$ cat src/rtl/midi_voice_dispatch.sv
// midi_voice_dispatch
//   MIDI byte-stream parser and voice allocator for the synth core.
//   Parses running status, skips real-time bytes, tracks sounding notes in a
//   voice table and emits one-cycle note events with the slot address.
//
// Ports
//   clk32          system clock
//   rst_n          asynchronous active-low reset
//   byte_in        received MIDI byte
//   byte_valid     byte_in valid
//   byte_ready     block can take a byte (low only while flushing)
//   note_pressed   one-cycle pulse: start voice at addr
//   note_released  one-cycle pulse: release voice at addr
//   note           note number of the current pulse
//   velocity       velocity of the current pulse (0 for flush releases)
//   channel        MIDI channel of the current pulse
//   addr           voice slot, zero-extended
//   voice_stolen   one-cycle pulse with note_pressed when a busy slot is reused
//   state_dbg      parser state, for observation only
//
// Handshake: a byte transfers on a rising clk32 edge where byte_valid and
// byte_ready are both high; the source holds byte_in/byte_valid until then.
module midi_voice_dispatch #(
  parameter int NUM_VOICES = 16
) (
  input  logic       clk32,
  input  logic       rst_n,
  input  logic [7:0] byte_in,
  input  logic       byte_valid,
  output logic       byte_ready,
  output logic       note_pressed,
  output logic       note_released,
  output logic [6:0] note,
  output logic [6:0] velocity,
  output logic [3:0] channel,
  output logic [7:0] addr,
  output logic       voice_stolen,
  output logic [1:0] state_dbg
);

  localparam int IW = (NUM_VOICES > 1) ? $clog2(NUM_VOICES) : 1;

  localparam logic [1:0] S_WAIT_STATUS = 2'd0;
  localparam logic [1:0] S_WAIT_D1     = 2'd1;
  localparam logic [1:0] S_WAIT_D2     = 2'd2;
  localparam logic [1:0] S_FLUSH       = 2'd3;

  logic [1:0]            state;
  logic [3:0]            run_type;
  logic [3:0]            run_ch;
  logic [6:0]            d1;

  // A completed note message is staged here for one cycle; the table lookup
  // and the output pulse happen on the following edge.
  logic                  pend_valid;
  logic                  pend_on;
  logic [3:0]            pend_ch;
  logic [6:0]            pend_note;
  logic [6:0]            pend_vel;

  logic [NUM_VOICES-1:0] v_active;
  logic [3:0]            v_ch   [NUM_VOICES];
  logic [6:0]            v_note [NUM_VOICES];

  logic [IW-1:0]         rr;
  logic [IW-1:0]         rr_next;
  logic [IW-1:0]         flush_idx;

  logic                  accept;
  logic                  hit;
  logic [IW-1:0]         hit_idx;
  logic                  free;
  logic [IW-1:0]         free_idx;
  logic [IW-1:0]         on_idx;
  logic                  on_steal;

  assign byte_ready = (state != S_FLUSH);
  assign accept     = byte_valid && byte_ready;
  assign state_dbg  = state;

  // Descending scan so the lowest matching / lowest free index wins.
  always_comb begin
    hit      = 1'b0;
    hit_idx  = '0;
    free     = 1'b0;
    free_idx = '0;
    for (int i = NUM_VOICES - 1; i >= 0; i--) begin
      if (v_active[i] && v_ch[i] == pend_ch && v_note[i] == pend_note) begin
        hit     = 1'b1;
        hit_idx = IW'(i);
      end
      if (!v_active[i]) begin
        free     = 1'b1;
        free_idx = IW'(i);
      end
    end
  end

  always_comb begin
    on_steal = !hit && !free;
    on_idx   = hit ? hit_idx : (free ? free_idx : rr);
    rr_next  = (rr == IW'(NUM_VOICES - 1)) ? '0 : rr + 1'b1;
  end

  always_ff @(posedge clk32 or negedge rst_n) begin
    if (!rst_n) begin
      state         <= S_WAIT_STATUS;
      run_type      <= '0;
      run_ch        <= '0;
      d1            <= '0;
      pend_valid    <= 1'b0;
      pend_on       <= 1'b0;
      pend_ch       <= '0;
      pend_note     <= '0;
      pend_vel      <= '0;
      v_active      <= '0;
      for (int i = 0; i < NUM_VOICES; i++) begin
        v_ch[i]   <= '0;
        v_note[i] <= '0;
      end
      rr            <= '0;
      flush_idx     <= '0;
      note_pressed  <= 1'b0;
      note_released <= 1'b0;
      voice_stolen  <= 1'b0;
      note          <= '0;
      velocity      <= '0;
      channel       <= '0;
      addr          <= '0;
    end else begin
      note_pressed  <= 1'b0;
      note_released <= 1'b0;
      voice_stolen  <= 1'b0;
      pend_valid    <= 1'b0;

      // Staged note event. Never coincides with a flush scan cycle: the CC
      // that starts a flush needs two data bytes, so no note completes on
      // the edge just before the scan begins.
      if (pend_valid) begin
        if (pend_on) begin
          v_active[on_idx] <= 1'b1;
          v_ch[on_idx]     <= pend_ch;
          v_note[on_idx]   <= pend_note;
          note_pressed     <= 1'b1;
          voice_stolen     <= on_steal;
          note             <= pend_note;
          velocity         <= pend_vel;
          channel          <= pend_ch;
          addr             <= 8'(on_idx);
          if (on_steal) rr <= rr_next;
        end else if (hit) begin
          v_active[hit_idx] <= 1'b0;
          note_released     <= 1'b1;
          note              <= pend_note;
          velocity          <= pend_vel;
          channel           <= pend_ch;
          addr              <= 8'(hit_idx);
        end
      end

      // All-Notes-Off scan, one slot per cycle.
      if (state == S_FLUSH) begin
        if (v_active[flush_idx] && v_ch[flush_idx] == run_ch) begin
          v_active[flush_idx] <= 1'b0;
          note_released       <= 1'b1;
          note                <= v_note[flush_idx];
          velocity            <= '0;
          channel             <= run_ch;
          addr                <= 8'(flush_idx);
        end
        if (flush_idx == IW'(NUM_VOICES - 1)) state <= S_WAIT_D1;
        else                                   flush_idx <= flush_idx + 1'b1;
      end

      if (accept) begin
        if (byte_in[7]) begin
          if (byte_in[7:3] == 5'b11111) begin
            // real-time: no effect on parser state
          end else if (byte_in[7:4] == 4'hF) begin
            state <= S_WAIT_STATUS;
          end else begin
            run_type <= byte_in[7:4];
            run_ch   <= byte_in[3:0];
            state    <= S_WAIT_D1;
          end
        end else begin
          case (state)
            S_WAIT_D1: begin
              d1 <= byte_in[6:0];
              // Program change / channel pressure complete on D1.
              if (run_type == 4'hC || run_type == 4'hD) state <= S_WAIT_D1;
              else                                      state <= S_WAIT_D2;
            end
            S_WAIT_D2: begin
              state <= S_WAIT_D1;
              if (run_type == 4'h9 || run_type == 4'h8) begin
                pend_valid <= 1'b1;
                pend_on    <= (run_type == 4'h9) && (byte_in[6:0] != 7'd0);
                pend_ch    <= run_ch;
                pend_note  <= d1;
                pend_vel   <= byte_in[6:0];
              end else if (run_type == 4'hB && (d1 == 7'h78 || d1 == 7'h7B)) begin
                state     <= S_FLUSH;
                flush_idx <= '0;
              end
            end
            default: ;
          endcase
        end
      end
    end
  end

endmodule

$ cat config.mk
export PLATFORM = sky130hd
export DESIGN_NAME = midi_voice_dispatch
export DESIGN_NICKNAME = d
export VERILOG_FILES = /design/src/rtl/midi_voice_dispatch.sv
export SDC_FILE = /design/constraint.sdc
export NUM_CORES = 1
export LEC_CHECK = 0
export CORE_MARGIN = 2
export CORE_UTILIZATION = 55
export CTS_BUF_LIST = sky130_fd_sc_hd__clkbuf_8 sky130_fd_sc_hd__clkbuf_16
export DETAILED_ROUTE_END_ITERATION = 10
export PLACE_DENSITY_LB_ADDON = 0.12
export SLEW_MARGIN = 5
export SYNTH_ARGS = -nofsm -noshare
export SYNTH_HDL_FRONTEND = slang
export SYNTH_SLANG_ARGS = --single-unit
$ cat constraint.sdc
create_clock -name clk32 -period 3.15 [get_ports clk32]
set_input_delay 0.7875 -clock clk32 [delete_from_list [all_inputs] [get_ports clk32]]
set_output_delay 0.7875 -clock clk32 [all_outputs]
set_load 0.005 [all_outputs]
* After elaboration in Yosys (flattened, before gate mapping) *
Index checks and enable logic that the tools add are counted.

storage, ports and cells
  bits in registers = 266
  input port bits = 11
  output and inout bits = 32

cells by class
  add/subtract/negate cells = 2
  magnitude comparators = 9
  equality and inequality tests = 48
  multiplexer cells = 142
  bitwise operators = 10
  reductions and logical operators = 52

operators by type and width
  kind                  number
  $mux W4               50
  $bwmux W112           1
  $eq A7 B7 Y1          16
  $mux W7               13
  $mux W16              5
  $eq A4 B4 Y1          17
  $bwmux W64            1
  $mux W1               50
  $logic_and A1 B1 Y1   41
  $mux W8               5
  $and A16 B16 Y16      2
  $eq A4 B4 Y1 const B  8
  $not A16 Y16          2
  $bmux W7 S4           1
  $demux W7 S4          1
  $bmux W4 S4           1
  $demux W4 S4          1
  $mux W2               8
  $or A16 B16 Y16       1
  $lt A4 B5 Y1 const B  3
  $eq A7 B7 Y1 const B  2
  $demux W1 S4          3
  $ge A4 B1 Y1 const B  3
  $ge A5 B5 Y1 const B  2
  16 further kinds      26

* Logic depth before layout (Yosys ltp) *
Gate-level depths: netlist (run 1).

  word-level depth = 31
  mapped depth = 14
  depth with buffers taken out = 9

* Worst setup path before layout (run 1) *
OpenSTA, ideal clock, no wires.

  kind = register to register
  from = register flush_idx[1]
  to = register addr[6]
  library setup time = 0.120 ns
  arrival time = 2.944 ns
  required time = 3.030 ns
  path slack = 0.087 ns
  cell stages (with the launch flop) = 11
  path through = dfrtp_1 -> buf_2 -> buf_1 -> buf_2 -> mux4_2 -> mux4_2 -> xnor2_1 -> nor3b_1 -> nand4_1 -> buf_2 -> and3_1

between the ends
  word-level cells in the longest chain between the ends = 8
  elaborated cells on any way between the ends = 10
  classes of those cells = eq/ne: 1; mux: 7; bitwise: 1; reduce/logical: 1

RTL lines
  what                                         line  RTL
  from (decl)                                  67    logic [IW-1:0] flush_idx;
  from (signal assigned)                       172   else flush_idx <= flush_idx + 1'b1;
  $not A4 Y5 (implied by the code)             163   if (v_active[flush_idx] && v_ch[flush_idx] == run_ch) begin
  $bmux W4 S4                                  163
  $mux W4 (implied by the code) (2 in series)  163
  $eq A4 B4 Y1                                 163
  $logic_and A1 B1 Y1 *                        163
  $mux W8 *                                    163
  $mux W8 *                                    162   if (state == S_FLUSH) begin
  to (signal assigned)                         149   addr <= 8'(on_idx);
  to (signal assigned)                         157   addr <= 8'(hit_idx);
  to (signal assigned)                         169   addr <= 8'(flush_idx);
  to (decl)                                    36    output logic [7:0] addr,

Every way passes the cells marked *; elsewhere a longest branch is shown, timed or not. The select of a mux whose other input is x is not followed.
A chain may end at the register's enable or synchronous reset.

* Worst setup path after layout (run 1) *
  from = register pend_ch[2]
  to = register v_note[17] in the netlist's numbering

between the ends
  word-level cells in the longest chain between the ends = 26
  elaborated cells on any way between the ends = 88
  classes of those cells = order compare: 2; eq/ne: 16; mux: 36; bitwise: 1; reduce/logical: 33

RTL lines
  what                                                                       line  RTL
  from (decl)                                                                57    logic [3:0] pend_ch;
  from (signal assigned)                                                     199   pend_ch <= run_ch;
  $eq A4 B4 Y1                                                               88    if (v_active[i] && v_ch[i] == pend_ch && v_note[i] == pend_note) begin
  $logic_and A1 B1 Y1 (2 in series)                                          88
  $mux W4 / $mux W1 (equally long branches) (16 in series)                   88
  $mux W4 *                                                                  101   on_idx = hit ? hit_idx : (free ? free_idx : rr);
  $not A4 Y5 (implied by the code) *                                         143   v_note[on_idx] <= pend_note;
  $ge A5 B5 Y1 (implied by the code) / $lt A5 B1 Y1 (equally long branches)  143
  $logic_and A1 B1 Y1 (implied by the code)                                  143
  $mux W7 (implied by the code)                                              143
  $demux W7 S4 *                                                             143
  $bwmux W112 *                                                              143
  to (signal, indexed assignment)                                            143
  to (decl)                                                                  63    logic [6:0] v_note [NUM_VOICES];

Every way passes the cells marked *; elsewhere a longest branch is shown, timed or not.

==> results of run 1 <==
[flip-flops by register name (all words and copies together), names as in the netlist, 2 cells and up]
register	flops
addr	8
pend_vel	7
velocity	7
note	7
v_ch	64
channel	4
run_type	4
run_ch	4
rr	4
pend_ch	4
pend_note	7
d1	7
v_active	16
flush_idx	4
v_note	112
state_dbg	2
[cells by family after synthesis]
family,share of synthesized area
simple gates,0.137
compound gates,0.0489
flops,0.431
fa+ha+maj,0.00647
buf+inv,0.0436
mux,0.230
xor+xnor,0.104
[critical path: cells and delay by family, from the launching register on]
kind          cells  cell delay [ps]
xor+xnor          1              310
simple gates      6              940
mux               1              300
buf+inv           8             1310
flops             1              400
[area by class of cell]
| cell class | instances | area, um2 |
|---|---|---|
| Fill cell | 1723 | 6370 |
| Inverter | 19 | 71.3 |
| Clock inverter | 21 | 198 |
| Tap cell | 378 | 473 |
| Sequential cell | 266 | 6660 |
| Multi-Input combinational cell | 929 | 9400 |
| Timing Repair Buffer | 379 | 3720 |
| Clock buffer | 34 | 806 |
[where the power goes]
group / leakage [uW] / total [uW] / internal, uW / switching [uW]
Combinational: 0.00538 / 4460 / 2020 / 2450
Sequential: 0.00366 / 3830 / 3600 / 226
Clock: 0.000521 / 3570 / 2080 / 1490
Total: 0.00956 / 11900 / 7700 / 4170
[final timing paths]
kind                       cells after the start  slack, ps               startpoint                      end
max in group asynchronous                      2       2170                    rst_n   v_note[50]$_DFFE_PN0P_
setup / recovery                              16       -250   pend_ch[2]$_DFFE_PN0P_   v_note[17]$_DFFE_PN0P_
hold reg to reg                                2        510  pend_vel[2]$_DFFE_PN0P_  pend_vel[2]$_DFFE_PN0P_
hold / removal                                 1        160                    rst_n   v_note[30]$_DFFE_PN0P_
setup reg to reg                              16       -250   pend_ch[2]$_DFFE_PN0P_   v_note[17]$_DFFE_PN0P_
min in group clk32                             2        510  pend_vel[2]$_DFFE_PN0P_  pend_vel[2]$_DFFE_PN0P_
[what timing repair did]
item | 4_1_cts | 5_1_grt
endpoints found under the setup margin | 191 | 190
pin swaps | 41 | 15
buffers inserted | 35 | 8
endpoints found under the hold margin | 0 | 0
cloned | 5 | 3
hold buffers | 0 | 0
gates resized for setup | 161 | 102
[metal layers]
metal	track usage	wire, um	vias up
met5	0	13	-
met4	0.155	2740	2
met3	0.0614	4200	168
met2	0.561	24200	651
met1	0.500	21500	6414
li1	-	-	5429
[stage by stage]
| step | TNS (ps) | setup WS (ps) | utilization | instances | area [um2] |
|---|---|---|---|---|---|
| after floorplan | 0 | 86.8 | - | 1306 | 15500 |
| after global placement | -55580 | -665 | 0.663 | 1922 | 18400 |
| after detailed placement | -62530 | -699 | 0.663 | 1922 | 18400 |
| after CTS | -4550 | -105 | 0.747 | 2017 | 20700 |
| after global routing | -44700 | -361 | 0.770 | 2026 | 21300 |
| final | -26040 | -248 | 0.770 | 2026 | 21300 |
[cell usage in the layout, fill, tap and decap left out, drive strengths merged, types with 4 or more instances in the layout]
| cell | n |
|---|---|
| a21boi | 6 |
| a21oi | 35 |
| a31oi | 4 |
| a32o | 4 |
| a32oi | 6 |
| and2 | 5 |
| and3 | 7 |
| and4 | 7 |
| buf | 334 |
| clkbuf | 38 |
| clkdlybuf4s50 | 41 |
| clkinv | 16 |
| dfrtp | 266 |
| ha | 8 |
| inv | 21 |
| mux2 | 185 |
| mux2i | 17 |
| mux4 | 58 |
| nand2 | 115 |
| nand2b | 6 |
| nand3 | 11 |
| nand4 | 103 |
| nor2 | 34 |
| nor2b | 9 |
| nor3 | 35 |
| nor3b | 10 |
| nor4 | 12 |
| o21a | 7 |
| o21ai | 18 |
| or4 | 4 |
| xnor2 | 180 |
==> impl_metrics.json, run 1 <==
{
  "status": "finished, violations left",
  "violations": "setup timing",
  "finalSetupViolations": 181,
  "path_clk_slew_ps": 60,
  "yosysUniqueCellTypes": 75,
  "worstSetupEndpointType": "register",
  "synth.area.top_cells": "dfrtp_1, xnor2_1, mux2_1",
  "root_buffer": "clkbuf_16",
  "grt_pass1_vias": 12700,
  "core_area_mm2": 0.0277,
  "layout_min_cycle_time_ps": 3400,
  "htreeDepth": 1,
  "power.density_mw_per_mm2": 556,
  "yosysTopAreaCellShare": 0.431,
  "num_vias": 12700,
  "netlist_top_cells_count": "dfrtp_1, xnor2_1, mux2_1",
  "antenna_left": 0,
  "syn_area_per_cell_um2": 11.8,
  "drive_gt1_frac": 0.429,
  "synth_largest_area_cell": "dfrtp_1",
  "skew_ps": 16.4,
  "rsz0062_at_grt": "yes",
  "clk_latency_ps": 570,
  "via_per_inst": 6.25,
  "grt_start_max_net_pins": 73,
  "hold_viol": 0,
  "crit_arrival_ps": 3850,
  "ys.flop_type": "dfrtp_1",
  "cp_max_fo": 16,
  "cp_cell_sequence": "buf_12 -> buf_4 -> xnor2_1 -> nand4_1 -> nor3_2 -> buf_4 -> nor4_4 -> buf_4 -> nand3_2 -> nand2_4 -> buf_6 -> buf_4 -> nor4_4 -> buf_12 -> buf_12 -> mux2_4",
  "yosysMostFrequentCell": "dfrtp_1",
  "tightest_slew_ps": 600,
  "cp-start-kind": "register",
  "drt_pre_antenna_iters": 5,
  "dieWidth_um": 172,
  "wirelength_um": 52700,
  "synth_nets": 1325,
  "finalCritPeriodShare": 1.08,
  "drtIter0Drc": 1486,
  "nNetsFinal": 1644,
  "finalMaxSlewViolations": 0,
  "grt_pass1_wl_um": 78700,
  "die_h_um": 172,
  "grt_usage": 0.360,
  "cp_common_cell": "buf_4",
  "gp_congestion": 1.03,
  "crit_type": "register to register",
  "fmax_mhz": 294,
  "slowest_stage": "dfrtp_1",
  "cp_data_required_time_ps": 3600,
  "grt.overflow.total": 0,
  "syn_area_mm2": 0.0155,
  "cap_violations": 0,
  "die_area_mm2": 0.0295,
  "syn_to_final_growth_pct": 38.0,
  "wl_per_cell_um": 26.0,
  "initial_utilization": 0.558,
  "netlist_instances": 1306,
  "antenna_found_initial": 1,
  "fin_ws_ps": -248,
  "clk_path_buf_depth": 3,
  "power_uw": 11900,
  "top_level_ports": 43,
  "rows": 61,
  "yosysWarnings": 0,
  "critPathMaxStageDelay_ps": 400,
  "power.leakage_uw": 0.00956,
  "cts_tree": "yes",
  "async_flop_share": 1.00,
  "dpl.hpwl_um": 36200,
  "drc": 0,
  "cts_buffers": 30,
  "synth-edff-count": 0,
  "num_antenna_cells": 0,
  "hp-class": "primary input to async pin",
  "seq_area_frac_synth": 0.431,
  "io_buffers": 42,
  "ir_drop_uv": 537,
  "cts.sinks": 266,
  "synth_seq_cells": 266,
  "max_slew_margin": 0.596,
  "hold_ws_ps": 159
}
(Power assumes the default switching activity.)
==> run 2, diff against run 1 <==
--- a/config.mk
+++ b/config.mk
@@ -9,7 +9,7 @@
 export CORE_UTILIZATION = 55
 export CTS_BUF_LIST = sky130_fd_sc_hd__clkbuf_8 sky130_fd_sc_hd__clkbuf_16
 export DETAILED_ROUTE_END_ITERATION = 10
-export PLACE_DENSITY_LB_ADDON = 0.12
+export PLACE_DENSITY = 0.79
 export SLEW_MARGIN = 5
 export SYNTH_ARGS = -nofsm -noshare
 export SYNTH_HDL_FRONTEND = slang
==> impl_metrics.json, run 2 (synthesis gave the netlist of run 1 again) <==
{
  "highest_layer": "met4",
  "initial_utilization": 0.558,
  "wl_per_cell_um": 27.5,
  "crit_type": "register to register",
  "tightest_slew_ps": 617,
  "drive_gt1_frac": 0.437,
  "fmax_mhz": 273,
  "io_buffers": 42,
  "grt_pass1_wl_um": 79000,
  "r2r-start": "pend_ch[3]$_DFFE_PN0P_",
  "design_area_mm2": 0.0215,
  "grt.overflow.total": 0,
  "hold_viol": 0,
  "status": "finished, violations left",
  "path_clk_slew_ps": 70,
  "antenna_found_initial": 1,
  "clk_path_buf_depth": 3,
  "worstSetupEndpointType": "register",
  "grt_start_max_net_pins": 85,
  "dpl.hpwl_um": 36500,
  "met2WireLength_um": 26000,
  "wl_met3_um": 5230,
  "ir_drop_uv": 517,
  "drt_pre_antenna_iters": 6,
  "cp_max_fo": 11,
  "reg2reg_to": "v_ch[32]$_DFFE_PN0P_",
  "grt_usage": 0.361,
  "die_h_um": 172,
  "cp-start-kind": "register",
  "finalMaxSlewViolations": 0,
  "fin_util": 0.775,
  "violations": "setup timing",
  "layout_min_cycle_time_ps": 3670,
  "gp_congestion": 1.01,
  "drc": 0,
  "skew_ps": 16.8,
  "fin_ws_ps": -515,
  "power.leakage_uw": 0.00970,
  "syn_to_final_growth_pct": 38.9,
  "cap_violations": 0,
  "drtIter0Drc": 1563,
  "power_uw": 12200,
  "via_per_inst": 6.56,
  "largest_register_ffs": 112,
  "ff2ff_path_depth": 13,
  "m1WireLength_um": 21100,
  "dieWidth_um": 172,
  "finalSetupViolations": 219,
  "rsz0062_at_grt": "yes",
  "crit_arrival_ps": 4100,
  "layout_commonest_cell": "buf_4",
  "die_area_mm2": 0.0295,
  "layout_common_cells": "buf_4, dfrtp_1, xnor2_1",
  "clk_latency_ps": 560,
  "hold_ws_ps": 144,
  "power.density_mw_per_mm2": 570,
  "max_slew_margin": 0.577,
  "hp-class": "primary input to async pin",
  "root_buffer": "clkbuf_16",
  "core_area_mm2": 0.0277,
  "dp_slack_ps": -565,
  "grt_pass1_vias": 13200,
  "finalCritPeriodShare": 1.16,
  "cts_tree": "yes",
  "rows": 61,
  "nNetsFinal": 1668,
  "r2r_setup_slack_ps": -520,
  "cp_data_required_time_ps": 3580,
  "reg_top3": "v_note x112, v_ch x64, v_active x16",
  "placedInstanceArea_mm2": 0.0185,
  "top_level_ports": 43,
  "num_vias": 13400,
  "critPathLaunch": "pend_ch[3]$_DFFE_PN0P_",
  "htreeDepth": 1,
  "regMostFlops": "v_note",
  "antenna_left": 0,
  "wirelength_um": 56300,
  "cts.sinks": 266,
  "cts_buffers": 29
}
-- run 2: cell count changes in the layout (fill, tap and decap cells not counted), moves of 6 or more --
cell	before	now
xnor2_1	109	122
mux2_1	70	55
mux2_4	64	84
clkinv_2	10	2
buf_4	259	293
xnor2_2	57	41
buf_6	27	21
-- run 2: power breakdown --
part,internal (uW),switching [uW]
sequential,3600,244
combinational,2110,2590
clock,2260,1430
total,7980,4260
-- run 2: final cells by class --
| cell class | instances | area [um2] |
|---|---|---|
| antenna | 1 | 2.50 |
| clock buffer | 37 | 836 |
| clock inverter | 14 | 195 |
| fill | 1580 | 6230 |
| inverter | 19 | 71.3 |
| multi-input combinational | 929 | 9380 |
| sequential | 266 | 6670 |
| tap | 378 | 473 |
| timing repair buffer | 404 | 3850 |
-- run 2: stage by stage --
| step | instances | setup TNS (ps) |
|---|---|---|
| after floorplan | 1306 | 0 |
| after global placement | 1954 | -59260 |
| after detailed placement | 1954 | -69120 |
| after CTS | 2032 | -17800 |
| after global routing | 2047 | -85080 |
| final | 2048 | -68000 |
-- run 2: repair_timing --
action	4_1_cts	5_1_grt
buffers inserted	22	13
gates cloned	5	4
hold buffers	0	0
pin swaps	28	22
gates resized for setup	116	150
endpoints found under the setup margin	198	214
endpoints found under the hold margin	0	0
-- run 2: how the worst max path moves through the flow --
stage / to / cells after the start / slack (ps)
detailed placement: v_note[14]$_DFFE_PN0P_ / 10 / -570
floorplan: addr[6]$_DFF_PN0_ / 10 / 90
global placement: v_note[21]$_DFFE_PN0P_ / 12 / -510
CTS: v_note[105]$_DFFE_PN0P_ / 14 / -170
finish: v_ch[32]$_DFFE_PN0P_ / 13 / -520
global route: v_ch[32]$_DFFE_PN0P_ / 13 / -600
-- run 2: critical path, stage by stage, from the launching register on --
cell	delay, ps
dfrtp_2	450
buf_6	170
xnor2_1	380
nand4_1	220
nor3_2	430
nor2_1	120
o311ai_1	380
a32oi_2	220
buf_4	170
buf_4	150
a21oi_1	200
nand2_1	160
buf_12	190
mux2_2	290
-- run 2: per-layer routing --
metal / vias to the layer above / GRT usage
li1: 5493 / -
met1: 6799 / 0.470
met2: 852 / 0.567
met3: 282 / 0.0697
met4: 0 / 0.204
met5: - / 0
==> run 3, diff against run 2 <==
--- a/config.mk
+++ b/config.mk
@@ -9,7 +9,8 @@
 export CORE_UTILIZATION = 55
 export CTS_BUF_LIST = sky130_fd_sc_hd__clkbuf_8 sky130_fd_sc_hd__clkbuf_16
 export DETAILED_ROUTE_END_ITERATION = 10
-export PLACE_DENSITY = 0.79
+export PLACE_DENSITY = 0.77
+export REMOVE_ABC_BUFFERS = 1
 export SLEW_MARGIN = 5
 export SYNTH_ARGS = -nofsm -noshare
 export SYNTH_HDL_FRONTEND = slang
==> impl_metrics.json, run 3 (synthesis gave the netlist of run 1 again) <==
{
  "path_buf_inv": 5,
  "root_buffer": "clkbuf_16",
  "finalCritPeriodShare": 1.08,
  "gp_congestion": 1.00,
  "grt.overflow.total": 0,
  "crit_arrival_ps": 3850,
  "hp-class": "primary input to async pin",
  "fin_ws_ps": -255,
  "drtIter0Drc": 1555,
  "skew_ps": 11.1,
  "clk_path_buf_depth": 3,
  "drt_pre_antenna_iters": 6,
  "num_vias": 12500,
  "cp-start-kind": "register",
  "power.density_mw_per_mm2": 589,
  "status": "finished, violations left",
  "cts_hold_buffers": 0,
  "max_slew_margin": 0.587,
  "die_h_um": 172,
  "power.leakage_uw": 0.00904,
  "grt_usage": 0.333,
  "clk_latency_ps": 560,
  "violations": "setup timing",
  "wl_per_cell_um": 27.0,
  "cp_common_cell": "buf_4",
  "rsz0062_at_grt": "yes",
  "largest_register_ffs": 112,
  "hold_ws_ps": 198,
  "layout_commonest_cell": "dfrtp_1",
  "crit_family": "simple AND/OR/NAND/NOR gates",
  "syn_to_final_growth_pct": 34.9,
  "die_area_mm2": 0.0295,
  "layout_min_cycle_time_ps": 3400,
  "wirelength_um": 51900,
  "via_per_inst": 6.51,
  "instances_no_fill": 1922,
  "fin_util": 0.753,
  "drc": 0,
  "tightest_slew_ps": 620,
  "cts_tree": "yes",
  "reg_top3": "v_note x112, v_ch x64, v_active x16",
  "hold_viol": 0,
  "dieWidth_um": 172,
  "cp_max_fo": 19,
  "critPathMaxStageDelay_ps": 480,
  "ff2ff_path_depth": 13,
  "initial_utilization": 0.558,
  "slowest_stage": "dfrtp_2",
  "fmax_mhz": 294,
  "finalSetupViolations": 179,
  "ir_drop_uv": 510,
  "rows": 61,
  "antenna_found_initial": 0,
  "cts.sinks": 266,
  "grt_pass1_vias": 12300,
  "path_depth": 13,
  "r2r_setup_slack_ps": -250,
  "nNetsFinal": 1541,
  "finalMaxSlewViolations": 0,
  "r2r-start": "pend_note[5]$_DFFE_PN0P_",
  "layout_common_cells": "dfrtp_1, buf_4, nand2_1",
  "io_buffers": 42,
  "grt_start_max_net_pins": 76,
  "path_clk_slew_ps": 60,
  "cts_buffers": 29,
  "top_level_ports": 43,
  "core_area_mm2": 0.0277,
  "htreeDepth": 1,
  "grt_pass1_wl_um": 73500,
  "antenna_left": 0,
  "worstSetupEndpointType": "register",
  "cp_cell_sequence": "buf_12 -> xnor2_1 -> nand4_1 -> nor3_2 -> buf_4 -> nor4_4 -> nand2b_4 -> buf_4 -> a21o_1 -> buf_6 -> nor4_4 -> buf_4 -> mux2_2",
  "dpl.hpwl_um": 33300,
  "fin_tns_setup_ps": -27190,
  "drive_gt1_frac": 0.403,
  "cap_violations": 0,
  "dp.cells": 1808,
  "num_antenna_cells": 0,
  "crit_type": "register to register",
  "reg2reg_to": "v_note[14]$_DFFE_PN0P_",
  "cp_data_required_time_ps": 3600,
  "regMostFlops": "v_note"
}
-- run 3: cell count changes in the layout (fill, tap and decap cells not counted), moves of 9 or more --
cell,before,now
xnor2_4,17,26
mux2_1,55,72
buf_4,293,160
xnor2_1,122,93
xnor2_2,41,61
mux2_4,84,72
-- run 3: timing repair --
item | 4_1_cts | 5_1_grt
gates resized for setup | 170 | 126
buffers inserted | 31 | 28
hold endpoints to repair | 0 | 0
cloned | 5 | 5
pin swaps | 31 | 37
setup endpoints to repair | 186 | 188
-- run 3: layer usage --
layer,track usage,up-vias,wire [um]
li1,-,5222,-
met1,0.450,6276,19800
met3,0.0626,233,4850
met4,0.137,0,3410
met2,0.531,785,23900
met5,0,-,0
-- run 3: how the worst max path moves through the flow --
stage	from	to	slack, ps
floorplan	flush_idx[0]$_DFF_PN0_	addr[4]$_DFF_PN0_	-1550
global placement	pend_note[6]$_DFFE_PN0P_	v_ch[46]$_DFFE_PN0P_	-330
detailed placement	pend_note[3]$_DFFE_PN0P_	v_note[82]$_DFFE_PN0P_	-310
CTS	pend_note[1]$_DFFE_PN0P_	v_note[75]$_DFFE_PN0P_	-90
global route	pend_note[5]$_DFFE_PN0P_	v_note[15]$_DFFE_PN0P_	-350
finish	pend_note[5]$_DFFE_PN0P_	v_note[14]$_DFFE_PN0P_	-250
-- run 3: where the power goes --
| group | leakage (uW) | switching (uW) | total [uW] | internal (uW) |
|---|---|---|---|---|
| Sequential | 0.00365 | 237 | 3840 | 3600 |
| Clock | 0.000517 | 1470 | 3640 | 2170 |
| Combinational | 0.00488 | 2610 | 4810 | 2190 |
-- run 3: area by class of cell --
cell class	count	area, um2
multi-input combinational	930	9700
fill	1666	6850
sequential	266	6670
timing repair buffer	276	2920
clock buffer	36	822
tap	378	473
clock inverter	17	194
inverter	19	71.3
-- run 3: per-stage QoR --
stage | power (uW) | instance area [um2] | worst slack [ps]
after CTS | 11700 | 19800 | -90.4
after floorplan | 5960 | 14900 | -1550
final | 12300 | 20900 | -255
after global placement | 7480 | 17500 | -329
after detailed placement | 7530 | 17500 | -311
after global routing | 12700 | 20900 | -352
